==> src/rtl/fan_tach_meter_pkg.sv <==
// rtl/fan_tach_meter_pkg.sv - shared types, defaults and RPM helper for the fan tach meter
package fan_tach_meter_pkg;

    typedef enum logic {
        TACH_IDLE  = 1'b0,
        TACH_ARMED = 1'b1
    } tach_state_e;

    localparam int DEFAULT_TIMEOUT_US = 500000;
    localparam int RPM_W              = 16;

    // pulses/s * 60 / ppr via shifts and adds; anything wider than RPM_W clamps
    function automatic logic [RPM_W-1:0] rpm_from_pps(input logic [23:0] pps, input int ppr);
        logic [31:0] w;
        logic [31:0] r;
        w = {8'd0, pps};
        case (ppr)
            1:       r = (w << 6) - (w << 2);
            4:       r = (w << 4) - w;
            default: r = (w << 5) - (w << 1);
        endcase
        return (r > 32'h0000_FFFF) ? 16'hFFFF : r[RPM_W-1:0];
    endfunction

endpackage

==> src/rtl/fan_tach_meter_tach_sync_edge.sv <==
// rtl/fan_tach_meter_tach_sync_edge.sv - 2-flop synchronizer plus registered falling-edge pulse
module tach_sync_edge (
    input  logic clk,
    input  logic reset_n,
    input  logic async_in,
    output logic fall
);

    logic sync1_q;
    logic sync2_q;
    logic prev_q;
    logic fall_q;

    // prev_q resets to 0, so a pin already high after reset never fakes an edge
    always_ff @(posedge clk) begin
        if (!reset_n) begin
            sync1_q <= 1'b0;
            sync2_q <= 1'b0;
            prev_q  <= 1'b0;
            fall_q  <= 1'b0;
        end else begin
            sync1_q <= async_in;
            sync2_q <= sync1_q;
            prev_q  <= sync2_q;
            fall_q  <= prev_q & ~sync2_q;
        end
    end

    assign fall = fall_q;

endmodule

==> src/rtl/fan_tach_meter.sv <==
// rtl/fan_tach_meter.sv - tach period, pulses per second, RPM and stall detection
module fan_tach_meter
    import fan_tach_meter_pkg::*;
#(
    parameter int PERIOD_W   = 20,
    parameter int TIMEOUT_US = DEFAULT_TIMEOUT_US,
    parameter int PPR        = 2,
    parameter int EDGE_W     = 10
) (
    input  logic                clk,
    input  logic                reset_n,
    input  logic                clk_usec,
    input  logic                clk_sec,
    input  logic                tach_in,
    output logic [PERIOD_W-1:0] period_us,
    output logic                period_valid,
    output logic [EDGE_W-1:0]   pulses_per_sec,
    output logic [RPM_W-1:0]    rpm,
    output logic                rpm_valid,
    output logic                stall
);

    localparam logic [PERIOD_W-1:0] TIMEOUT_CNT = PERIOD_W'(TIMEOUT_US);
    localparam logic [EDGE_W-1:0]   EDGE_MAX    = '1;

    tach_state_e         state_q, state_d;
    logic [PERIOD_W-1:0] cnt_q, cnt_d;
    logic [PERIOD_W-1:0] period_q, period_d;
    logic                period_valid_q, period_valid_d;
    logic                stall_q, stall_d;
    logic [EDGE_W-1:0]   edge_cnt_q, edge_cnt_d;
    logic [EDGE_W-1:0]   pps_q, pps_d;
    logic [RPM_W-1:0]    rpm_q, rpm_d;
    logic                rpm_valid_q, rpm_valid_d;

    logic                fall;
    logic [PERIOD_W-1:0] usec_inc;
    logic [EDGE_W-1:0]   edge_sum;

    tach_sync_edge u_sync (
        .clk      (clk),
        .reset_n  (reset_n),
        .async_in (tach_in),
        .fall     (fall)
    );

    assign usec_inc = {{(PERIOD_W-1){1'b0}}, clk_usec};
    assign edge_sum = (fall && edge_cnt_q != EDGE_MAX) ? edge_cnt_q + 1'b1 : edge_cnt_q;

    always_ff @(posedge clk) begin
        if (!reset_n) begin
            state_q        <= TACH_IDLE;
            cnt_q          <= '0;
            period_q       <= '0;
            period_valid_q <= 1'b0;
            stall_q        <= 1'b0;
            edge_cnt_q     <= '0;
            pps_q          <= '0;
            rpm_q          <= '0;
            rpm_valid_q    <= 1'b0;
        end else begin
            state_q        <= state_d;
            cnt_q          <= cnt_d;
            period_q       <= period_d;
            period_valid_q <= period_valid_d;
            stall_q        <= stall_d;
            edge_cnt_q     <= edge_cnt_d;
            pps_q          <= pps_d;
            rpm_q          <= rpm_d;
            rpm_valid_q    <= rpm_valid_d;
        end
    end

    // an edge arriving on the timeout cycle takes precedence over the timeout
    always_comb begin
        state_d = state_q;
        case (state_q)
            TACH_IDLE:  if (fall) state_d = TACH_ARMED;
            TACH_ARMED: if (!fall && cnt_q == TIMEOUT_CNT) state_d = TACH_IDLE;
            default:    state_d = TACH_IDLE;
        endcase
    end

    always_comb begin
        cnt_d          = cnt_q;
        period_d       = period_q;
        period_valid_d = 1'b0;
        stall_d        = stall_q;
        edge_cnt_d     = edge_sum;
        pps_d          = pps_q;
        rpm_d          = rpm_q;
        rpm_valid_d    = 1'b0;

        case (state_q)
            TACH_IDLE: begin
                if (fall) cnt_d = '0;
            end
            TACH_ARMED: begin
                if (fall) begin
                    period_d       = cnt_q + usec_inc;
                    period_valid_d = 1'b1;
                    stall_d        = 1'b0;
                    cnt_d          = '0;
                end else if (cnt_q == TIMEOUT_CNT) begin
                    stall_d  = 1'b1;
                    period_d = '0;
                end else begin
                    cnt_d = cnt_q + usec_inc;
                end
            end
            default: ;
        endcase

        if (clk_sec) begin
            pps_d       = edge_sum;
            edge_cnt_d  = '0;
            rpm_d       = rpm_from_pps(24'(edge_sum), PPR);
            rpm_valid_d = 1'b1;
        end
    end

    assign period_us      = period_q;
    assign period_valid   = period_valid_q;
    assign stall          = stall_q;
    assign pulses_per_sec = pps_q;
    assign rpm            = rpm_q;
    assign rpm_valid      = rpm_valid_q;

endmodule

==> config.mk <==
export PLATFORM = sky130hd
export DESIGN_NAME = fan_tach_meter
export DESIGN_NICKNAME = d
export VERILOG_FILES = /design/src/rtl/fan_tach_meter_pkg.sv /design/src/rtl/fan_tach_meter_tach_sync_edge.sv /design/src/rtl/fan_tach_meter.sv
export SDC_FILE = /design/constraint.sdc
export NUM_CORES = 1
export LEC_CHECK = 0
export BUFFER_PORTS_ARGS = -buffer_cell sky130_fd_sc_hd__buf_2
export CAP_MARGIN = 20
export CORE_UTILIZATION = 45
export CTS_CLUSTER_SIZE = 40
export DETAILED_ROUTE_END_ITERATION = 8
export PLACE_DENSITY = 0.62
export SYNTH_ARGS = -nofsm -noshare
export SYNTH_HDL_FRONTEND = slang
export SYNTH_SLANG_ARGS = --single-unit
==> constraint.sdc <==
create_clock -name clk -period 7.54 [get_ports clk]
set_input_delay 0.377 -clock clk [delete_from_list [all_inputs] [get_ports clk]]
set_output_delay 0.377 -clock clk [all_outputs]
set_load 0.02 [all_outputs]
After elaboration in Yosys (flattened, before gate mapping)
Cells that the tools add are included.
Storage, ports and cells
  bits in registers: 84
  output and inout bits: 49
  input port bits: 5
Operators by class
  magnitude comparators: 1
  reductions and logical operators: 8
  bitwise operators: 4
  $add $sub $neg: 3
  equal/unequal tests: 4
  muxes and demuxes: 15
Operators with widths (count)
  two-way mux 20 bit: 5
  case mux 20 bit (2 select lines): 1
  greater-than comparator 32 x 16 -> 1 bit (second input constant): 1
  two-way mux 32 bit: 1
  adder 20 x 1 -> 20 bit: 1
  equality test 20 x 19 -> 1 bit (second input constant): 1
  two-way mux 16 bit: 1
  subtractor 15 x 11 -> 16 bit: 1
  adder 10 x 1 -> 10 bit (second input constant): 1
  two-way mux 10 bit: 1
  != test 10 bit (second input constant): 1
  AND reduction 2 bit: 3
  two-way mux 1 bit: 5
  != test 3 x 2 -> 1 bit (second input constant): 1
  NOT 1 bit: 3
  logical AND 1 bit: 2
  != test 2 x 1 -> 1 bit (second input constant): 1
  case mux 1 bit (2 select lines): 1
  nonzero test 2 bit: 1
  OR reduction 2 bit: 1
  bitwise AND 1 bit: 1
  logical NOT 1 bit: 1

Depth between registers and ports, before layout
Gate-level depths: netlist (run 1).
  depth after elaboration: 7
  mapped depth: 15
  depth with buffers taken out: 13

Modules after synthesis
From an unflattened synthesis (run 1), not the netlist that was laid out.
Second synthesis, totals
  cell total of the unflattened synthesis: 453
  area total of the unflattened synthesis: 4022.6 um^2
Modules (own cells, without submodules)
  fan_tach_meter: area an instance 3911.3 um^2, instances 1, cells each 445
  tach_sync_edge: area an instance 111.4 um^2, instances 1, cells each 8

Worst setup path before layout (run 1)
Ideal clock, no wire load.
  path type: flip-flop to flip-flop
  start: register edge_cnt_q[4]
  end: register rpm_q[10] (netlist: rpm[10])
  path slack: 4.373 ns
  clock period less this slack: 3.167 ns
  setup time: 0.131 ns
  arrival: 3.036 ns
  stages on the path, launching flop included: 16
  path through: dfxtp_1 buf_2 and4_1 buf_2 a21oi_1 a21oi_1 inv_1 ha_1 nand2_1 a21oi_1 a311oi_2 o211a_4 nor4_4 o21a_4 buf_6 o211ai_2
Between the ends
  longest elaborated chain between the ends: 7
Ends and longest elaborated chain
  start, declared: line fan_tach_meter.sv:31  | logic [EDGE_W-1:0] edge_cnt_q, edge_cnt_d;
  start signal, assigned: line fan_tach_meter.sv:67  | edge_cnt_q <= edge_cnt_d;
  parallel branches: the longest is 2 deep, another holds adder 10 x 1 -> 10 bit
  two-way mux 10 bit (*): line fan_tach_meter.sv:48  | assign edge_sum = (fall && edge_cnt_q != EDGE_MAX) ? edge_cnt_q + 1'b1 : edge_cnt_q;
  subtractor 15 x 11 -> 16 bit (*): line fan_tach_meter_pkg.sv:20  | default: r = (w << 5) - (w << 1);
  two-way mux 32 bit (*): line fan_tach_meter.sv:114  | if (clk_sec) begin
  greater-than comparator 32 x 16 -> 1 bit: line fan_tach_meter_pkg.sv:22  | return (r > 32'h0000_FFFF) ? 16'hFFFF : r[RPM_W-1:0];
  two-way mux 16 bit (*): line fan_tach_meter_pkg.sv:22
  end signal, assigned: line fan_tach_meter.sv:69  | rpm_q <= rpm_d;
  end, declared: line fan_tach_meter.sv:33  | logic [RPM_W-1:0] rpm_q, rpm_d;
Mark *: on every way between the ends. The select of a mux whose other input is x is not followed.
A chain may end at the register's enable or synchronous reset.

Worst setup path in the final report (run 1)
  start: register edge_cnt_q[0]
  end: register rpm_q[1] (netlist: rpm[1])
Between the ends
  longest elaborated chain between the ends: 7
Ends and longest elaborated chain
  parallel branches: the longest is 2 deep, another holds adder 10 x 1 -> 10 bit
  two-way mux 10 bit (*): line fan_tach_meter.sv:48
  named net edge_sum[0]: line fan_tach_meter.sv:38  | logic [EDGE_W-1:0] edge_sum;
  subtractor 15 x 11 -> 16 bit (*): line fan_tach_meter_pkg.sv:20
  two-way mux 32 bit (*): line fan_tach_meter.sv:114
  greater-than comparator 32 x 16 -> 1 bit: line fan_tach_meter_pkg.sv:22
  two-way mux 16 bit (*): line fan_tach_meter_pkg.sv:22
Mark *: on every way through the listed nets, which the timed path passes. The select of a mux whose other input is x is not followed.

==> results_dict.tcl, run 1 <==
set metrics [dict create \
    status "finished with violations" \
    failed_checks "design-rule violations" \
    synth_area_um2 4170 \
    whs_ps 238 \
    synthTopCellsByCount "dfxtp_1 (83), nand2_1 (57), nor2_1 (47)" \
    ir_worst_vdd_mv 0.0811 \
    coreArea_um2 8850 \
    leakagePower_nw 1.95 \
    grtUsageMet2_pct 30.6 \
    numPortBuffers 53 \
    max_slew.worst_pin.slew_ps 880 \
    yosysMostFrequentCell "dfxtp_1" \
    multi_input_area_um2 2340 \
    gp_congestion 0.950 \
    async_reset_ff_share_pct 0 \
    max_freq_mhz 254 \
    place_hpwl_um 7130 \
    met1_usage_pct 33.2 \
    fp.dieW_um 98.3 \
    ant_nets 0 \
    grtUsageTotal_pct 21.8 \
    grt.overflow.total 0 \
    ys.flop_type "dfxtp_1" \
    period_share_pct 52.2 \
    max_cap_violations 0 \
    fin_skew_ps 7.62 \
    drc 1 \
    htree_num_levels 3 \
    numClockSinks 83 \
    synthesis.nets 498 \
    nFillCells 852 \
    finalHoldViolations 0 \
    ys_ff_latch 83 \
    initial_core_util_pct 47.1 \
    report.final.slew_viol_count 0 \
    relSlewSlack_pct 41.4 \
    ioPinCount 54 \
    clk_pin_slew_ps 80 \
    grt_pass1_vias 3304 \
    cts_tree "yes" \
    synth_edf_count 0 \
    seq_area_um2 1660 \
    first_pass_iters 9 \
    yosys.area.top_type "dfxtp_1" \
    postCtsHoldBufs 0 \
    synth_cells 487 \
    drive_gt1_share_pct 15.9 \
    first_iter_violations 226 \
    clockBufferDepth 2 \
    power_density_nw_per_um2 171 \
    synth.distinct_cells 61 \
    met3_usage_pct 4.15 \
    cts_buffers 9 \
    cts_root_buffer "clkbuf_8" \
    start_kind "flip-flop" \
    avgSynthCellArea_um2 8.56 \
    worstSetupEndpointType "flip-flop" \
    worst_ep_arrival_time_ps 4140 \
    rows 34 \
    yosys-top-cells-area "dfxtp_1 (40%), xnor2_1 (5.3%), nand2_1 (5.1%)" \
    syn2layout_area_growth_pct 11.3 \
    finalCriticalPeriod_ps 3940 \
    hold_class "in2reg" \
    vias 3527 \
    worstSetupPathType "reg2reg" \
    synth_warnings 0 \
    cts_resized 0 \
    routed_wl_um 10000 \
    vias_per_cell 5.54 \
    die_h_um 98.3 \
    post_drt_wl_per_cell_um 15.7 \
    yosysTopAreaCellShare_pct 39.8 \
    dieArea_um2 9660 \
    finalSetupViolations 0 \
    clk-insertion-delay-late_ps 340 \
    rsz0062_at_grt "false" \
    reg2reg_slack_ps 3600 \
    cp_max_fo 13 \
    grt_max_degree 31 \
    ys_seq_area_share_pct 39.8 \
    cts_setup_buffers 0 \
    required_ps 7740 \
    setup-tns-final_ps 0 \
    grt_pass1_wl_um 16900 \
    nets 535 \
    antenna_cells 0 \
    busiest_layer "met1" \
    antenna_found_initial 0 \
]
-- final cells by class --
type | instances | share of cell area [%]
Tap cell | 108 | 2.91
Inverter | 9 | 0.728
Sequential cell | 83 | 35.8
Clock buffer | 12 | 2.91
Timing Repair Buffer | 56 | 6.20
Multi-Input combinational cell | 365 | 50.4
Clock inverter | 4 | 1.10
-- report_power, final --
group | total (mW) | switching [mW] | internal, mW
Sequential | 0.445 | 0.00242 | 0.442
Combinational | 0.0382 | 0.0254 | 0.0128
Clock | 0.310 | 0.157 | 0.154
-- worst paths after layout --
| check | startpoint | depth (start not counted) | to |
|---|---|---|---|
| setup / recovery | edge_cnt_q[0] | 13 | rpm[1] |
| hold / removal | tach_in | 2 | u_sync.sync1_q |
| setup reg to reg | edge_cnt_q[0] | 13 | rpm[1] |
| hold reg to reg | u_sync.sync2_q | 1 | u_sync.fall |
-- metal layers --
layer  routed length (um)  vias up
met3                  606       13
met1                 5230     1640
met2                 4050      103
li1                     -     1771
met5                    0        -
met4                  119        0
-- per-stage QoR --
| stage | utilization, % | power, mW | std cells | cell area [um^2] | worst slack (ps) |
|---|---|---|---|---|---|
| final | 52.5 | 0.793 | 637 | 4640 | 3600 |
| after global routing | 52.5 | 0.829 | 637 | 4640 | 3300 |
| after CTS | 52.3 | 0.800 | 635 | 4630 | 3660 |
| after detailed placement | 50.2 | 0.493 | 619 | 4440 | 3680 |
| after global placement | 50.2 | 0.492 | 619 | 4440 | 3870 |
| after floorplan | - | 0.482 | 487 | 4170 | 4370 |
-- placed cells by master (no fill, tap or decap), types with 13 or more instances in the layout --
cell type | synthesis | routed
a21oi_1 | 16 | 16
and3_1 | 13 | 13
o21ai_0 | 25 | 25
nand3_1 | 25 | 25
dfxtp_1 | 83 | 83
nor2_1 | 47 | 47
xor2_1 | 24 | 24
nand2_1 | 57 | 57
buf_2 | 7 | 53
xnor2_1 | 25 | 25
and2_1 | 19 | 19
-- state kept, by name (all words and copies together) (netlist names) --
| register | count |
|---|---|
| cnt_q | 20 |
| edge_cnt_q | 10 |
| period_us | 20 |
| period_valid | 1 |
| pulses_per_sec | 10 |
| rpm | 15 |
| rpm_valid | 1 |
| stall | 1 |
| state_q | 1 |
| u_sync.fall | 1 |
| u_sync.prev_q | 1 |
| u_sync.sync1_q | 1 |
| u_sync.sync2_q | 1 |
-- critical path: stages, from the launching register on --
cell      delay, ps
dfxtp_1         390
ha_1            280
nand3_1         230
o31ai_4         280
xor2_1          690
inv_1           120
ha_1            360
nand2_1          60
a21oi_1         200
a311oi_2        100
o211a_4         300
nor4_4          370
o21a_4          300
o211ai_1        120
-- kinds of logic (layout without fill, tap and decap cells) --
kind of cell | after synthesis | after routing | synth area share, %
AOI/OAI and AO/OA | 95 | 95 | 16.4
xor gates and xnor gates | 49 | 49 | 10.3
adders and majority gates | 7 | 7 | 2.04
buffers and inverters | 39 | 81 | 4.08
DFF | 83 | 83 | 39.8
muxes | 11 | 11 | 2.76
and+or+nand+nor | 203 | 203 | 24.5
Note: power is estimated with default switching activity, not from simulation.
==> run 2: changes to the inputs <==
--- a/config.mk
+++ b/config.mk
@@ -10,7 +10,7 @@
 export CORE_UTILIZATION = 45
 export CTS_CLUSTER_SIZE = 40
 export DETAILED_ROUTE_END_ITERATION = 8
-export PLACE_DENSITY = 0.62
+export PLACE_DENSITY = 0.64
 export SYNTH_ARGS = -nofsm -noshare
 export SYNTH_HDL_FRONTEND = slang
 export SYNTH_SLANG_ARGS = --single-unit
==> constraint.sdc (replaced) <==
create_clock -name clk -period 3.54 [get_ports clk]
set_input_delay 0.177 -clock clk [delete_from_list [all_inputs] [get_ports clk]]
set_output_delay 0.177 -clock clk [all_outputs]
set_load 0.02 [all_outputs]
==> results_dict.tcl, run 2 (synthesis results as in run 1) <==
set metrics [dict create \
    status "complete, no violations" \
    first_pass_iters 6 \
    worstRegToRegCells 14 \
    report.final.slew_viol_count 0 \
    max_slew.worst_pin.slew_ps 826 \
    max_cap_violations 0 \
    vias_per_cell 5.48 \
    final_cell_count_no_fill 646 \
    cp_max_fo 10 \
    numClockSinks 83 \
    setup-tns-final_ps 0 \
    crit_path_cell_trace "ha_2, nand3_2, o31ai_4, mux2_4, inv_1, ha_1, nand2_1, a21oi_1, a311oi_2, o211a_4, nor4_4, buf_4, o21a_4, o211ai_1" \
    leakagePower_nw 1.99 \
    finalCriticalPeriod_ps 3340 \
    period_share_pct 94.3 \
    cpPeakStageDelay_ps 400 \
    final_cell_area_um2 4740 \
    place_hpwl_um 7160 \
    layout_commonest_cell "dfxtp_1" \
    grt_max_degree 31 \
    worst-path-buf-inv 2 \
    antenna_cells 0 \
    worstSetupPathType "reg2reg" \
    syn2layout_area_growth_pct 13.7 \
    routed_wl_um 9980 \
    seqPwrFrac_pct 54.6 \
    drive_gt1_share_pct 18.4 \
    relSlewSlack_pct 44.9 \
    grtUsageTotal_pct 21.6 \
    clockBufferDepth 2 \
    drc 0 \
    post_drt_wl_per_cell_um 15.5 \
    switchingPower_mw 0.430 \
    postCtsHoldBufs 0 \
    p_int_mw 1.31 \
    coreArea_um2 8850 \
    clk-insertion-delay-late_ps 360 \
    initial_core_util_pct 47.1 \
    ioPinCount 54 \
    htree_num_levels 3 \
    final_cell_mix "dfxtp_1 (82), nand2_1 (57), buf_2 (53), nor2_1 (47)" \
    switching_share_pct 24.8 \
    finalHoldViolations 0 \
    hold_class "in2reg" \
    antenna_found_initial 0 \
    whs_path_depth 2 \
    required_ps 3770 \
    ir_worst_vdd_mv 0.203 \
    r2r_start "edge_cnt_q[0]" \
    rows 34 \
    postLayoutCoreUtil_pct 53.6 \
    pwr-share-comb_pct 4.7 \
    clk_pin_slew_ps 90 \
    start_kind "flip-flop" \
    cts_buffers 9 \
    rsz0062_at_grt "false" \
    reg2reg_slack_ps 200 \
    fin_skew_ps 11.8 \
    grt_pass1_wl_um 16600 \
    power_density_nw_per_um2 366 \
    dp_cells 627 \
    worstSetupEndpointType "flip-flop" \
    dieArea_um2 9660 \
    grt_pass1_vias 3412 \
    critPathLaunch "edge_cnt_q[0]" \
    cts_root_buffer "clkbuf_8" \
    worst_ep_arrival_time_ps 3570 \
    first_iter_violations 138 \
    finalSetupViolations 0 \
    nets 544 \
    grt.overflow.total 0 \
    crit_family "compound AO/OA/AOI/OAI gates" \
    crit_cells 14 \
    cts_tree "yes" \
    vias 3543 \
    place_area_um2 4500 \
    die_h_um 98.3 \
    p_clk_share_pct 40.7 \
    max_freq_mhz 300 \
    cp_slowest_cell "mux2_4" \
    fp.dieW_um 98.3 \
    numPortBuffers 53 \
    gp_congestion 0.906 \
    min_from "tach_in" \
    ant_nets 0 \
]
run 2: final timing paths:
path                         end
setup / recovery          rpm[1]
hold / removal    u_sync.sync1_q
setup reg to reg          rpm[1]
hold reg to reg      u_sync.fall
run 2: worst reg2reg max path, stage by stage (launching register included):
cell      delay (ps)
dfxtp_2          390
ha_2             250
nand3_2          130
o31ai_4          350
mux2_4           400
inv_1            130
ha_1             230
nand2_1           70
a21oi_1          190
a311oi_2         100
o211a_4          290
nor4_4           200
buf_4            180
o21a_4           190
o211ai_1         120
run 2: final cells by class:
class	instances	area (um^2)
Clock buffer	10	128
Clock inverter	6	73.8
Fill cell	865	4110
Inverter	9	33.8
Multi-Input combinational cell	366	2360
Sequential cell	83	1660
Tap cell	108	135
Timing Repair Buffer	64	348
run 2: what timing repair did:
action	in CTS	in global routing
resized for setup	0	5
setup buffers	0	1
setup endpoints to repair	0	14
hold endpoints to repair	0	0
run 2: power groups by stage:
stage               combinational [mW]  clock, mW  sequential [mW]
floorplan                       0.0492          0            0.978
global placement                0.0788          0            0.969
detailed placement              0.0798          0            0.969
CTS                             0.0802      0.721            0.948
global route                    0.0893      0.766            0.949
finish                          0.0818      0.706            0.948
run 2: metal layers:
layer | global-route usage [%] | vias up | part of all wire (%)
met2 | 37.0 | 62 | 49
met1 | 26.5 | 1681 | 46
li1 | - | 1785 | -
met3 | 4.01 | 15 | 2.7
met4 | 8.84 | 0 | 1.7
met5 | 0 | - | 0
run 2: stage by stage:
step / hold slack, ps / power (mW) / setup WS, ps
finish: 28.6 / 1.74 / 202
global route: 39.1 / 1.80 / 43.1
CTS: 19.0 / 1.75 / 93.1
detailed placement: 393 / 1.05 / 104
global placement: 387 / 1.05 / 239
floorplan: 304 / 1.03 / 373
